==> src/rtl/multi_clock_div_if.sv <==
`default_nettype none
`timescale 1ns/1ps
// ============================================================================
// Module   : multi_clock_div_if
// Brief    : Per-channel enable/ratio requests and divided-clock status bus.
// Revision : 1.0 - initial release
// ============================================================================
interface multi_clock_div_if #(
    parameter int RATIO_WD = 8,
    parameter int N_CH     = 4
);
    logic [N_CH-1:0]          i_clk_en;
    logic [N_CH*RATIO_WD-1:0] i_div_ratio;
    logic [N_CH-1:0]          o_div_clk;
    logic [N_CH-1:0]          o_tick;
    logic [N_CH-1:0]          o_ratio_ack;

    modport master (
        output i_clk_en,
        output i_div_ratio,
        input  o_div_clk,
        input  o_tick,
        input  o_ratio_ack
    );

    modport slave (
        input  i_clk_en,
        input  i_div_ratio,
        output o_div_clk,
        output o_tick,
        output o_ratio_ack
    );
endinterface
`default_nettype wire

==> src/rtl/multi_clock_div.sv <==
`default_nettype none
`timescale 1ns/1ps
// ============================================================================
// Module   : multi_clock_div
// Brief    : N independent glitch-free integer clock dividers with ref bypass.
// Revision : 1.0 - initial release
// ============================================================================
module multi_clock_div #(
    parameter int RATIO_WD = 8,
    parameter int N_CH     = 4
) (
    input  wire logic        i_ref_clk,
    input  wire logic        i_rst,
    multi_clock_div_if.slave bus
);

    localparam logic [0:0] S_IDLE = 1'b0;
    localparam logic [0:0] S_RUN  = 1'b1;

    logic [N_CH-1:0] w_div_clk;
    logic [N_CH-1:0] w_tick;
    logic [N_CH-1:0] w_ack;

    for (genvar c = 0; c < N_CH; c++) begin : g_ch
        logic [0:0]          state_q, state_d;
        logic [RATIO_WD-1:0] ratio_q, ratio_d;
        logic [RATIO_WD-1:0] cnt_q, cnt_d;
        logic                q_q, q_d;
        logic                tick_q, tick_d;
        logic                ack_q, ack_d;

        logic [RATIO_WD-1:0] w_new_ratio;
        logic [RATIO_WD-1:0] w_half;
        logic [RATIO_WD-1:0] w_cnt_inc;
        logic                w_valid;
        logic                w_boundary;
        logic                w_clk_out;

        assign w_new_ratio = bus.i_div_ratio[c*RATIO_WD +: RATIO_WD];
        assign w_valid     = bus.i_clk_en[c] && (w_new_ratio >= RATIO_WD'(2));
        // ceil(R/2) as floor + lsb stays within RATIO_WD bits even for all-ones R
        assign w_half      = (ratio_q >> 1) + {{(RATIO_WD-1){1'b0}}, ratio_q[0]};
        assign w_cnt_inc   = cnt_q + RATIO_WD'(1);
        assign w_boundary  = (cnt_q == (ratio_q - RATIO_WD'(1)));

        always_ff @(posedge i_ref_clk or negedge i_rst) begin
            if (!i_rst) begin
                state_q <= S_IDLE;
                ratio_q <= '0;
                cnt_q   <= '0;
                q_q     <= 1'b0;
                tick_q  <= 1'b0;
                ack_q   <= 1'b0;
            end else begin
                state_q <= state_d;
                ratio_q <= ratio_d;
                cnt_q   <= cnt_d;
                q_q     <= q_d;
                tick_q  <= tick_d;
                ack_q   <= ack_d;
            end
        end

        always_comb begin
            state_d = state_q;
            ratio_d = ratio_q;
            cnt_d   = cnt_q;
            q_d     = q_q;
            tick_d  = 1'b0;
            ack_d   = 1'b0;
            case (state_q)
                S_IDLE: begin
                    cnt_d = '0;
                    q_d   = 1'b0;
                    if (w_valid) begin
                        state_d = S_RUN;
                        ratio_d = w_new_ratio;
                        q_d     = 1'b1;
                        tick_d  = 1'b1;
                        ack_d   = 1'b1;
                    end
                end
                S_RUN: begin
                    if (w_boundary) begin
                        cnt_d = '0;
                        // Inputs are only looked at here, so a period is never cut short
                        if (w_valid) begin
                            ratio_d = w_new_ratio;
                            q_d     = 1'b1;
                            tick_d  = 1'b1;
                            ack_d   = (w_new_ratio != ratio_q);
                        end else begin
                            state_d = S_IDLE;
                            q_d     = 1'b0;
                        end
                    end else begin
                        cnt_d = w_cnt_inc;
                        q_d   = (w_cnt_inc < w_half);
                    end
                end
                default: begin
                    state_d = S_IDLE;
                end
            endcase
        end

        always_comb begin
            w_clk_out = (state_q == S_RUN) ? q_q : i_ref_clk;
        end

        assign w_div_clk[c] = w_clk_out;
        assign w_tick[c]    = tick_q;
        assign w_ack[c]     = ack_q;
    end

    assign bus.o_div_clk   = w_div_clk;
    assign bus.o_tick      = w_tick;
    assign bus.o_ratio_ack = w_ack;

endmodule
`default_nettype wire

==> src/flat_wrapper.sv <==
// flat-port wrapper written by rule: the top's interface ports become plain ports
module multi_clock_div_flat 
#(
    parameter int RATIO_WD = 8,
    parameter int N_CH     = 4
)
  (i_ref_clk, i_rst, bus_i_clk_en, bus_i_div_ratio, bus_o_div_clk, bus_o_tick, bus_o_ratio_ack);
  multi_clock_div_if #(.RATIO_WD(RATIO_WD), .N_CH(N_CH)) bus_i ();
  input  wire logic i_ref_clk;
  input  wire logic i_rst;
  input wire logic [$bits(bus_i.i_clk_en)-1:0] bus_i_clk_en;
  input wire logic [$bits(bus_i.i_div_ratio)-1:0] bus_i_div_ratio;
  output wire logic [$bits(bus_i.o_div_clk)-1:0] bus_o_div_clk;
  output wire logic [$bits(bus_i.o_tick)-1:0] bus_o_tick;
  output wire logic [$bits(bus_i.o_ratio_ack)-1:0] bus_o_ratio_ack;
  assign bus_i.i_clk_en = bus_i_clk_en;
  assign bus_i.i_div_ratio = bus_i_div_ratio;
  assign bus_o_div_clk = bus_i.o_div_clk;
  assign bus_o_tick = bus_i.o_tick;
  assign bus_o_ratio_ack = bus_i.o_ratio_ack;
  multi_clock_div #(.RATIO_WD(RATIO_WD), .N_CH(N_CH)) u_core (.i_ref_clk(i_ref_clk), .i_rst(i_rst), .bus(bus_i));
endmodule
==> config.mk <==
export PLATFORM = sky130hd
export DESIGN_NAME = multi_clock_div_flat
export DESIGN_NICKNAME = d
export VERILOG_FILES = /design/src/rtl/multi_clock_div_if.sv /design/src/rtl/multi_clock_div.sv /design/src/flat_wrapper.sv
export SDC_FILE = /design/constraint.sdc
export NUM_CORES = 1
export LEC_CHECK = 0
export ABC_AREA = 0
export BUFFER_PORTS_ARGS = -buffer_cell sky130_fd_sc_hd__buf_2
export CORE_ASPECT_RATIO = 1.75
export CORE_MARGIN = 3
export CORE_UTILIZATION = 55
export DETAILED_ROUTE_END_ITERATION = 6
export HOLD_SLACK_MARGIN = 0.06
export PLACE_DENSITY = 0.77
export SYNTH_ARGS = -nofsm -noshare
export SYNTH_HDL_FRONTEND = slang
export SYNTH_SLANG_ARGS = --single-unit
export TNS_END_PERCENT = 10
==> constraint.sdc <==
create_clock -name i_ref_clk -period 2.4 [get_ports i_ref_clk]
set_clock_uncertainty 0.05 [all_clocks]
set_input_delay 0.12 -clock i_ref_clk [delete_from_list [all_inputs] [get_ports i_ref_clk]]
set_output_delay 0.12 -clock i_ref_clk [all_outputs]
set_load 0.03 [all_outputs]
# After elaboration in Yosys (flattened, before gate mapping)
# Cells that the tools add are included.
# Widths: inputs -> output; s select.
[totals] out_inout_bits=12 inputBits=38 regBits=80
[classes] addsub=12 eq_ne=12 order_cmp=8 mux=64 bitwise=4 n_reduce_logical=4
[op_table] op="$pmux 8 s2" n=8
[op_table] op="$mux 8" n=12
[op_table] op="$add 7x1->8" n=4
[op_table] op="$add 8x1->8 const B" n=4
[op_table] op="$eq 8x8->1" n=4
[op_table] op="$ge 8x2->1 const B" n=4
[op_table] op="$lt 8x8->1" n=4
[op_table] op="$ne 8x8->1" n=4
[op_table] op="$pmux 1 s2" n=16
[op_table] op="$sub 8x1->8 const B" n=4
[op_table] op="$mux 1" n=28
[op_table] op="$ne 2x2->1 const B" n=4
[op_table] op="$logic_and 1x1->1" n=4
[op_table] op="$not 1->1" n=4

# Depth between registers and ports, before layout
[depth] word_depth=5 mapped_depth=11 mapped_depth_nobuf=11

==> metrics.md <==
| Metric | Value |
|---|---|
| Final Wtd Congestion | between 0.8 and 0.9 |
| # IOs | 50 |
| DRC viols | 0 |
| Power Dens Cells | 1180 nW/um^2 |
| CTS tree | yes |
| Failing checks | setup timing |
| Sequential share of the synthesized area | 34.2% |
| Period Utilization, post-route | 109% |
| Clock slew at reported path FFs | around 0.070 ns |
| Run status | finished with violations |
| Worst-path fanout max | 5 |
| Startpoint Class | register |
| Final setup fails | 20 |
| VDD IR-drop max | 0.000743 V |
| Antenna cells | 0 |
| Internal | 5370 uW |
| Initial Util | 56.6% |
| GRT Residual Overflow | 0 |
| Largest stage delay on the critical path | 0.42 ns |
| Critical-path top delay cell | dfrtp_1 |
| WS Path Type | reg -> reg |
| Post-DP HPWL | ~11 mm |
| RSZ-0062 raised after global routing | yes |
| Sw Pwr | around 3700 uW |
| Clock group share of total power | about a fifth |
| Number of global-route vias before repair | approximately 5700 |
| Critical path buffer and inverter count | 3 |
| Initial DRT Pass Iterations | 6 |
| Static leakage | 0.00355 uW |
| Placeable Area | 10400 um^2 |
| Asr flop ratio synth | 100% |
| Syn Nets | ~670 |
| Worst Path Arrival | just under 3 ns |
| EDFF count, synth | 0 |
| Cell Area, Synth | 5860 um^2 |
| Share of cells above drive strength 1 | 32.8% |
| Mean area per synthesized cell | 9.90 um^2 |
| Number of synthesized register bits | 80 |
| Fmax achieved | roughly 380 MHz |
| First-pass GRT wire length | 26.8 mm |
| Comb pwr share | 52.5% |
| Cell count after synthesis | 592 |
| Sequential power share | 27.1% |
| Worst min path class | in -> async |
| Final min period | 2.61 ns |
| Die height | approximately 140 um |
| DR vias | 5181 |
| Critical Path End Type | register |
| Yosys top cell by area | dfrtp_1 |
| Synth warnings | 0 |
| Die area | approximately 12000 um^2 |
| Worst EP required | 2.69 ns |
| Worst-path cell chain | inv_1 > ha_2 > or3b_4 > nor3_4 > xnor2_2 > o41ai_4 > nand2b_1 > buf_6 > buf_6 > mux2_4 |
| Delay-heaviest family, CP | simple AND/OR/NAND/NOR gates |
| Final Hold Viols | 0 |
| Vias per inst | between 6 and 7 |
| Layout area overhead | 32.4% |
| Worst Tran Pin Value | between 0.5 and 0.6 ns |
| Area share of the largest cell type after synthesis | 34.2% |
| Total GRT Usage | 28.2% |
| Max-cap violations | 0 |
| Main synth FF type | dfrtp_1 |
| Layout Nets | 812 |
| Final worst setup slack | -0.215 ns |
| Net Sw Frac | 41.1% |
| DIE WIDTH | approximately 84 um |
| Distinct cells, synth | 48 |
| Largest net degree at the start of global routing | 44 |
| Post-route antenna net violation count | 0 |
| 1st-iter DRT viols | a little under 400 |
| Slew Viols, Final | 0 |
| WL per Instance | between 15 and 20 um |
| Initial antenna violation count | 0 |
| Final Util | 74.9% |
| Dominant cells by area after synthesis | dfrtp_1 34%, xnor2_1 9.4%, ha_1 9.4%, xor2_1 7.5%, mux2_2 5.2% |
| Clk_lat worst skew | approximately 0.46 ns |
| Filler cells | around 600 |
| Routed WL | 17.0 mm |
| Most used cell, CP | buf_6 |
| Slew margin rel. | 60.5% |
| Row cnt | 49 |
| Port buffer count | 49 |
| Total power | 9120 uW |
area by class of cell:
type	count	area (um^2)	share of cell area, %
inverters	20	75.1	0.968
well taps	127	159	2.05
clock inverters	5	37.5	0.484
repair buffers	165	1270	16.3
flip-flops and latches	80	2010	25.9
clock buffers	19	373	4.81
multi-input cells	446	3840	49.4
state kept, by name, indices dropped and copies added, names as in the netlist:
name / count
u_core.g_ch.tick_q: 4
u_core.g_ch.q_q: 4
u_core.g_ch.cnt_q: 32
u_core.g_ch.state_q: 4
u_core.g_ch.ratio_q: 32
u_core.g_ch.ack_q: 4
metal layers:
layer	wire length (um)	up-vias	global-route usage, %
met3	772	73	5.79
met1	6020	2536	28.2
met2	9420	208	52.5
met5	0	-	0
li1	-	2364	-
met4	798	0	17.5
placed cells by master (no fill, tap or decap), types with 13 or more instances in the layout:
cell type and count:
a21oi_1 19, buf_2 49, buf_4 74, clkbuf_16 13, dfrtp_1 72, dlygate4sd3_1 40
ha_1 36, inv_1 16, mux2_2 27, nand2_1 20, nand3_1 27, nor2_1 17
nor2b_1 15, nor3b_1 23, xnor2_1 58, xor2_1 49
Yosys cell counts (15+ instances only):
cell,number
a21oi_1,20
clkbuf_1,26
dfrtp_1,80
ha_1,44
inv_1,17
mux2_2,27
nand2_1,20
nand3_1,28
nor2_1,18
nor2b_1,15
nor3b_1,24
xnor2_1,63
xor2_1,50
worst register-to-register path, stage by stage (launching register included):
cell      delay [ns]
dfrtp_1         0.42
inv_1           0.08
ha_2            0.18
or3b_4          0.41
nor3_4          0.22
xnor2_2         0.13
o41ai_4         0.33
nand2b_1        0.11
buf_6           0.14
buf_6           0.13
mux2_4          0.30
power by group through the flow:
stage	Combinational, uW	Clock, uW	Sequential [uW]
after detailed placement	4140	112	2410
after global placement	3920	112	2380
final	4790	1850	2470
after floorplan	3220	129	2090
after global routing	5270	1930	2530
after CTS	4410	1870	2410
path summary, 6_finish.rpt:
check,slack (ns),cells past startpoint,endpoint,from
min in group i_ref_clk,0.43,3,u_core.g_ch[1].ratio_q[5],bus_i_div_ratio[13]
max in group asynchronous,1.44,3,u_core.g_ch[0].ratio_q[3],i_rst
worst min register to register,0.48,1,u_core.g_ch[2].cnt_q[0],u_core.g_ch[2].cnt_q[0]
worst max-delay path,-0.21,10,u_core.g_ch[3].ratio_q[6],u_core.g_ch[3].ratio_q[1]
worst min-delay path,0.16,2,u_core.g_ch[1].cnt_q[0],i_rst
worst max register to register,-0.21,10,u_core.g_ch[3].ratio_q[6],u_core.g_ch[3].ratio_q[1]
cells by family after synthesis:
kind of cell,count (synthesis),share of synthesized area (%)
and+or+nand+nor,181,18.1
AOI/OAI and AO/OA,72,8.71
muxes,36,7.37
xor gates and xnor gates,113,16.9
adders and majority gates,44,9.40
buffers and inverters,66,5.38
DFF,80,34.2
through the flow:
stage               hold WS (ns)  std cells  TNS, ns  area (um^2)  worst slack [ns]
floorplan                 -0.226        592        0         5860            0.0212
global placement           0.101        782   -0.138         6480           -0.0832
detailed placement         0.111        782    -1.11         6480            -0.148
CTS                      -0.0827        856   -0.776         7520           -0.0714
global route               0.207        862    -4.74         7760            -0.299
finish                     0.160        862    -2.21         7760            -0.215
timing repair:
item | in CTS | in global routing
setup endpoints to repair | 21 | 51
hold buffers | 39 | 1
gates resized for setup | 29 | 43
setup buffers | 15 | 5
hold endpoints to repair | 81 | 1
pin swaps | 15 | 11
gates cloned | 0 | 0
No activity file was read; power rests on OpenSTA's default activity.
